===== config.mk =====
export PLATFORM = sky130hd
export DESIGN_NAME = rotate_undo
export DESIGN_NICKNAME = d
export VERILOG_FILES = /design/src/rtl/rotate_undo.sv
export SDC_FILE = /design/constraint.sdc
export NUM_CORES = 1
export LEC_CHECK = 0
export BUFFER_PORTS_ARGS = -buffer_cell sky130_fd_sc_hd__buf_2
export CORE_MARGIN = 1
export CORE_UTILIZATION = 45
export CTS_CLUSTER_SIZE = 30
export DETAILED_ROUTE_END_ITERATION = 7
export GPL_TIMING_DRIVEN = 0
export PLACE_DENSITY_LB_ADDON = 0.05
export RECOVER_POWER = 50
export SYNTH_ARGS = -nofsm -noshare
export SYNTH_HDL_FRONTEND = slang
export SYNTH_SLANG_ARGS = --single-unit

===== constraint.sdc =====
create_clock -name clk -period 1.59 [get_ports clk]
set_input_delay 0.0795 -clock clk [delete_from_list [all_inputs] [get_ports clk]]
set_output_delay 0.0795 -clock clk [all_outputs]
set_load 0.03 [all_outputs]

===== src/rtl/rotate_undo.sv =====
// rotate_undo: iterative inverse rotator with valid/ready handshakes on both sides.
// Undoes a K-bit rotate: right=1 means the original rotate was right, so this block
// rotates left; right=0 means it rotates right. One word is in flight at a time.
// Optional build macro ROTATE_UNDO_FAST_EN: log-step mode, where RUN always takes 5 cycles
// and step i rotates by 2^i when bit i of K is set. Undefined: 1 bit per cycle, K cycles.
module rotate_undo #(
   parameter int unsigned WIDTH = 32
) (
   input  logic             clk,
   input  logic             rst_n,
   input  logic             in_valid,
   output logic             in_ready,
   input  logic [WIDTH-1:0] F,
   input  logic [4:0]       K,
   input  logic             right,
   output logic             out_valid,
   input  logic             out_ready,
   output logic [WIDTH-1:0] A,
   output logic             busy
);

   typedef enum logic [1:0] {StIdle, StRun, StDone} state_e;

   state_e            state_q;
   logic [WIDTH-1:0]  data_q;
   logic [4:0]        cnt_q;
   logic              dir_q;   // 1: undo rotates left
`ifdef ROTATE_UNDO_FAST_EN
   logic [2:0]        step_q;
`endif

   // Rotate a 32-bit word by amt positions; the doubled word makes the wrap-around free.
   function automatic logic [WIDTH-1:0] rot(input logic [WIDTH-1:0] d,
                                            input logic [4:0]       amt,
                                            input logic             left);
      logic [2*WIDTH-1:0] t;
      if (left) begin
         t = {d, d} << amt;
         return t[2*WIDTH-1:WIDTH];
      end else begin
         t = {d, d} >> amt;
         return t[WIDTH-1:0];
      end
   endfunction

   // Control FSM and datapath registers; A is the data register itself.
   always_ff @(posedge clk or negedge rst_n) begin
      if (!rst_n) begin
         state_q <= StIdle;
         data_q  <= '0;
         cnt_q   <= '0;
         dir_q   <= 1'b0;
`ifdef ROTATE_UNDO_FAST_EN
         step_q  <= '0;
`endif
      end else begin
         unique case (state_q)
            StIdle: begin
               if (in_valid) begin
                  data_q <= F;
                  cnt_q  <= K;
                  dir_q  <= right;
`ifdef ROTATE_UNDO_FAST_EN
                  step_q  <= '0;
                  state_q <= StRun;
`else
                  // Nothing to undo for K==0, so skip straight to the result.
                  state_q <= (K == 5'd0) ? StDone : StRun;
`endif
               end
            end
            StRun: begin
`ifdef ROTATE_UNDO_FAST_EN
               // Step i contributes a 2^i rotate when bit i of the loaded amount is set.
               if (cnt_q[step_q]) begin
                  data_q <= rot(data_q, 5'd1 << step_q, dir_q);
               end
               step_q <= step_q + 3'd1;
               if (step_q == 3'd4) begin
                  state_q <= StDone;
               end
`else
               data_q <= rot(data_q, 5'd1, dir_q);
               cnt_q  <= cnt_q - 5'd1;
               if (cnt_q == 5'd1) begin
                  state_q <= StDone;
               end
`endif
            end
            StDone: begin
               if (out_ready) begin
                  state_q <= StIdle;
               end
            end
            default: state_q <= StIdle;
         endcase
      end
   end

   // Handshake and status outputs decode directly from the state register.
   always_comb begin
      in_ready  = (state_q == StIdle);
      out_valid = (state_q == StDone);
      busy      = (state_q != StIdle);
      A         = data_q;
   end

endmodule


==> key figures, run 1 <==
Status
  – Status: finished clean

Worst setup path
  – Critical path's largest stage delay: 0.39 ns
  – Slowest cell on the critical path: dfrtp_1
  – R2R setup slack: roughly 0.17 ns
  – Critical Path Start Type: flop
  – Critical path, cell by cell: buf_6 > buf_6 > inv_2 > nand2_1 > inv_1 > buf_2
  – Worst setup endpoint: out_valid
  – Worst setup EP type: output port
  – R2R Path End: cnt_q[1]
  – Most used cell, CP: buf_6
  – Worst Path Required: 1.51 ns
  – Reg-to-reg startpoint: state_q[1]
  – Worst Reg2Reg Path Length in Cells: 4
  – CP Data Arrival Time: ~1.4 ns
  – Maximum fanout along the worst path: 10
  – Critical path class: flop to output port
  – Crit path from: state_q[0]

Cells and area
  – Antenna Cells: 0
  – Core Util, Final: 0.575
  – Area Growth Syn to Fin: 20.7%
  – Net count, final: roughly 370
  – Commonest non-fill, non-tap cell in the layout: buf_2
  – Layout cells sized above 1: 0.238
  – Most frequent cells in the layout: buf_2 (52), dfrtp_1 (40), clkbuf_1 (37)
  – Fillers: around 520
  – Post-layout instance area: 0.00300 sq mm

CTS
  – Worst-path clk slew: 0.07 ns
  – Worst skew pair latency: 0.28 ns
  – CTS tree: done
  – CTS Buffer Depth: 2
  – Clock root buffer: clkbuf_8
  – Cts bufs inserted: 5
  – H-tree levels: 2
  – Clock tree sinks: 40

Global routing
  – GRT Total Usage: 0.222
  – First-pass GRT wire length: 10,500 um
  – Largest net degree at the start of global routing: 41
  – Initial antenna violation count: 0
  – Number of global-route vias before repair: 2,162
  – GR Overflow Total: 0

Place
  – Pre-CTS worst setup slack: 0.207 ns
  – RD Place Congestion: 0.817
  – Number of I/O port buffers: between 70 and 80
  – Placed Instance Area: 0.00295 sq mm
  – Placed wire-length estimate: 4310 um

STA
  – Max Clk Rate: 684 MHz
  – Setup-failing EPs final: 0
  – Clock Skew: 0.00198 ns
  – Final Slew Violations: 0
  – Final period utilization: 0.919
  – RSZ-0062 raised after global routing: false
  – Worst relative slew slack: 0.326
  – Min Clock Period, post-route: 1.46 ns
  – Final Hold Vio Count: 0
  – Final worst setup slack: 0.129 ns
  – Setup TNS: 0 ns
  – Worst-margin pin slew: ~1 ns

Power
  – Power density cells: 2270 mW/mm^2
  – P_sw: around 3.3 mW
  – Power share of the clock group: 0.089
  – Peak VDD IR: 1040 uV
  – Seq pwr share: 0.288
  – Logic pwr share: 0.623
  – Leak Pwr: 1.25 nW
  – P_int: 3.52 mW
  – Switching Fraction: 0.483
  – Tot Pwr: 6.81 mW

Routing
  – Residual DRC: 0
  – Vias per std cell: 5.46
  – Antenna viol nets, final: 0
  – Vias post-DR: 2,131
  – Iter 0 DRT Violations: 83
  – Drt pass-1 iters: 4
  – WL final: 6080 um
  – DR WL/cell: 15.6 um

Floorplanning
  – Die Wd: around 76 um
  – Core Rows: 26
  – Total I/O pin count: 77
  – Initial Utilization: 0.477
  – Chip Height: ~76 um
  – Die area: 0.00582 sq mm
  – Core area: 0.00520 sq mm

Synthesis
  – Synth Instances: roughly 240
  – Share of the yosys chip area belonging to registers: 0.403
  – EDFF count, synth: 0
  – Post-synthesis async set-or-reset flop share: 1.00
  – Syn_nets: ~280
  – Cell taking the most area after synthesis: dfrtp_1
  – Top cells by area, synth: dfrtp_1 (40%), mux2i_1 (13%), o22a_1 (12%)
  – Share of the synthesized area in the top cell type: 0.403
  – Seq cells post-synth: 40
  – Post-synthesis cell type count: 35
  – Syn_area_per_cell: 10.4 sq um
  – Ys Warns: 0
  – Synth Flop Type: dfrtp_1
  – Synthesized area: approximately 0.0025 sq mm

Flow run
  – Max-cap violations: 0

Worst hold path
  – Worst hold path class: primary input to flop
## per-layer routing
layer	routed length, um	track usage	part of all wire	vias up
met4	55	0.0635	0.0090	0
met1	2910	0.306	0.48	1011
met2	2870	0.363	0.47	58
li1	-	-	-	1055
met5	0	0	0	-
met3	242	0.0299	0.040	7
## metrics by stage
step / instances / hold WS [ns]
after floorplan: 238 / -0.216
after global placement: 384 / 0.263
after detailed placement: 384 / 0.261
after CTS: 390 / 0.0197
after global routing: 390 / 0.0192
final: 390 / 0.0243
## power groups by stage
stage	Sequential [mW]	Combinational, mW	Clock [mW]
2_1_floorplan	2.58	2.66	0
3_3_place_gp	1.97	4.30	0
3_5_place_dp	1.97	4.35	0
4_1_cts	1.95	4.36	0.620
5_1_grt	2.04	4.62	0.667
6_report	1.96	4.24	0.606
## sequential cells by signal, indices dropped and copies added, names as in the netlist
name and flops:
cnt_q 5, A 32, state_q 2, dir_q 1
## synthesized netlist by cell type (2+ instances only)
master and instances:
nand2_1 2, buf_6 9, nor2b_1 2, clkbuf_1 5, nor3b_2 2, inv_1 8
o22ai_1 2, nor3b_1 30, buf_2 9, o22a_1 34, o21ai_0 2, dfrtp_1 40
mux2i_1 32, nor2_1 3, ha_1 2, a21oi_1 36, a31oi_1 2
## repair_timing
action	in CTS	in global routing
gates resized for setup	0	1
endpoints found under the hold margin	41	0
setup buffers	0	0
hold buffers	2	0
pin swaps	0	0
endpoints found under the setup margin	1	1
## worst min path at each step
stage	startpoint	end	slack, ns	cells past startpoint
after CTS	right	dir_q	0.02	2
after detailed placement	rst_n	A[9]	0.26	1
after floorplan	rst_n	A[0]	-0.22	0
after global routing	right	dir_q	0.02	2
after global placement	out_ready	state_q[1]	0.26	2
final	right	dir_q	0.02	2
## worst max-delay path, delay by kind of cell (launching register included)
| family | cells | cell delay (ns) |
|---|---|---|
| simple gates | 1 | 0.08 |
| flops | 1 | 0.39 |
| buf+inv | 5 | 0.63 |
## area by class of cell
| type | instances | area (sq um) | area share |
|---|---|---|---|
| inverter | 8 | 30.0 | 0.0100 |
| tap | 70 | 87.6 | 0.0292 |
| timing repair buffer | 78 | 360 | 0.120 |
| buffer | 24 | 173 | 0.0576 |
| multi-input combinational | 165 | 1270 | 0.426 |
| clock buffer | 5 | 68.8 | 0.0230 |
| sequential | 40 | 1000 | 0.334 |
## cells by family after synthesis
kind of cell / count (synthesis) / synth area share
adders and majority gates: 2 / 0.0101
muxes: 33 / 0.134
buffers and inverters: 33 / 0.0832
DFF: 40 / 0.403
AOI/OAI and AO/OA: 84 / 0.234
and+or+nand+nor: 46 / 0.136
No activity file was read; power rests on OpenSTA's default activity.
==> run 2: changes to the inputs <==
==> constraint.sdc (replaced) <==
create_clock -name clk -period 1.59 [get_ports clk]
set_input_delay 0.318 -clock clk [delete_from_list [all_inputs] [get_ports clk]]
set_output_delay 0.318 -clock clk [all_outputs]
set_load 0.03 [all_outputs]
==> run 2 against run 1 <==
Net effect:
- first-iteration DRC count rose by 36%
- via count is essentially flat
- combinational power is 2% higher
- register-to-register slack better by 0.04 ns
- final area up 0.54%
- largest power group unchanged
- highest routed layer unchanged
==> key figures, run 2 (synthesized netlist as in run 1, its figures left out) <==
CTS
  – CTS tree: done
  – Hold Buf Count CTS: 0
  – Worst skew pair latency: 0.28 ns
  – Post-CTS Setup Repair Bufs: 0
  – Clock tree sinks: 40
  – Worst-path clk slew: about 0.070 ns
  – Cts bufs inserted: 5
  – H-tree levels: 2
  – Clock root buffer: clkbuf_8
  – CTS Buffer Depth: 2

Floorplanning
  – Core area: roughly 0.0052 sq mm
  – Die area: 0.00582 sq mm
  – Initial Utilization: 0.477
  – Chip Height: between 70 and 80 um
  – Total I/O pin count: 77
  – Die Wd: about 76 um
  – Core Rows: 26

Cells and area
  – Post-layout instance area: 0.00301 sq mm
  – Area Growth Syn to Fin: 21.3%
  – Antenna Cells: 0
  – Commonest non-fill, non-tap cell in the layout: buf_2
  – Layout cells sized above 1: 0.299
  – Most frequent cells in the layout: buf_2 (68), dfrtp_1 (40), a21oi_1 (36)
  – Net count, final: 364
  – Max reg flops: 32

Worst setup path
  – CP Data Arrival Time: 1.20 ns
  – Critical path, cell by cell: buf_4 > buf_6 > nand2_2 > inv_1 > buf_6
  – Buf/Inv on CP: 4
  – R2R Path End: cnt_q[1]
  – Critical Path Start Type: flop
  – Most used cell, CP: buf_6
  – Crit path from: state_q[1]
  – Family with the most delay on the worst path: buffers and inverters
  – Worst Path Required: 1.27 ns
  – Critical path's largest stage delay: 0.36 ns
  – Maximum fanout along the worst path: 10
  – Critical path class: flop to output port
  – Number of cells on the critical path: 5
  – Reg-to-reg startpoint: state_q[0]
  – Worst Reg2Reg Path Length in Cells: 5
  – R2R setup slack: ~0.21 ns
  – Slowest cell on the critical path: dfrtp_1
  – Worst setup endpoint: out_valid
  – Worst setup EP type: output port

Routing
  – Vias post-DR: around 2,100
  – Iter 0 DRT Violations: 113
  – WL final: about 6000 um
  – Drt pass-1 iters: 4
  – Vias per std cell: between 5 and 6
  – DR WL/cell: 15.6 um
  – Antenna viol nets, final: 0
  – Residual DRC: 0

Power
  – Logic pwr share: 0.627
  – Leak Pwr: roughly 1.3 nW
  – P_int: 3.59 mW
  – Switching Fraction: 0.478
  – P_sw: 3.29 mW
  – Tot Pwr: roughly 6.9 mW
  – Seq pwr share: 0.285
  – Power share of the clock group: 0.088
  – Peak VDD IR: 1070 uV
  – Power density cells: 2280 mW/mm^2

Flow run
  – Max-cap violations: 0

Place
  – Placed Instance Area: 0.00295 sq mm
  – Placed wire-length estimate: 4310 um
  – RD Place Congestion: 0.817
  – Number of I/O port buffers: 76

STA
  – Final Hold Vio Count: 0
  – Min Clock Period, post-route: 1.52 ns
  – Clock Skew: 0.00256 ns
  – Final period utilization: 0.955
  – Setup-failing EPs final: 0
  – Max Clk Rate: 659 MHz
  – Final Slew Violations: 0
  – Worst relative slew slack: 0.331
  – Setup TNS: 0 ns
  – RSZ-0062 raised after global routing: false
  – Worst-margin pin slew: 1.00 ns

Worst hold path
  – Worst hold path class: primary input to async pin

Global routing
  – GR Overflow Total: 0
  – GRT Total Usage: 0.221
  – Largest net degree at the start of global routing: 41
  – Initial antenna violation count: 0
  – Number of global-route vias before repair: ~2,100
  – First-pass GRT wire length: 10,500 um

Status
  – Status: finished clean
==> run 2: cell count changes in the layout (fill, tap and decap cells not counted) <==
cell	delta
buf_4	+1
inv_4	+1
nand2_1	-1
buf_6	+1
buf_2	+16
clkbuf_1	-18
inv_2	-1
nand2_2	+1
dlygate4sd3_1	-2
==> run 2: final cells by class <==
cell class	instances	area [sq um]
repair buffers	76	369
clock buffers	5	68.8
multi-input cells	165	1280
inverters	8	32.5
fillers	510	2190
well taps	70	87.6
flip-flops and latches	40	1000
plain buffers	24	175
==> run 2: worst reg2reg max path: stages, from the launching register on <==
cell and delay [ns]:
dfrtp_1 0.36, buf_6 0.18, nor2_1 0.07, nor2_2 0.32, buf_6 0.21, o22ai_1 0.09
==> run 2: power by group through the flow <==
stage / combinational [mW] / clock, mW / sequential (mW)
after floorplan: 2.66 / 0 / 2.58
after detailed placement: 4.35 / 0 / 1.97
after CTS: 4.37 / 0.620 / 1.95
after global placement: 4.30 / 0 / 1.97
final: 4.31 / 0.602 / 1.96
after global routing: 4.69 / 0.667 / 2.03
==> run 2: worst min path at each step <==
stage / start / endpoint / slack, ns
6_report: rst_n / A[9] / 0.19
3_5_place_dp: rst_n / A[9] / 0.50
2_1_floorplan: rst_n / A[0] / 0.02
3_3_place_gp: out_ready / state_q[1] / 0.50
4_1_cts: rst_n / A[9] / 0.19
5_1_grt: out_ready / state_q[1] / 0.19
==> run 2: stage by stage <==
step                 util  cells  hold slack, ns  setup WS, ns
CTS                 0.581    388           0.191        0.0357
finish              0.579    388           0.192        0.0719
detailed placement  0.567    384           0.500       -0.0310
global route        0.579    388           0.191       0.00590
floorplan               -    238          0.0224         0.214
global placement    0.567    384           0.501      -0.00835
==> run 2: metal layers <==
metal | track usage | routed length, um | share of wire
met1 | 0.307 | 2890 | 0.48
met2 | 0.359 | 2820 | 0.47
met3 | 0.0299 | 263 | 0.044
met4 | 0.0673 | 69 | 0.011
met5 | 0 | 0 | 0
==> run 2: repair_timing <==
action / in CTS / in global routing
resized for setup: 8 / 1
setup endpoints to repair: 1 / 1
pin swaps: 0 / 0
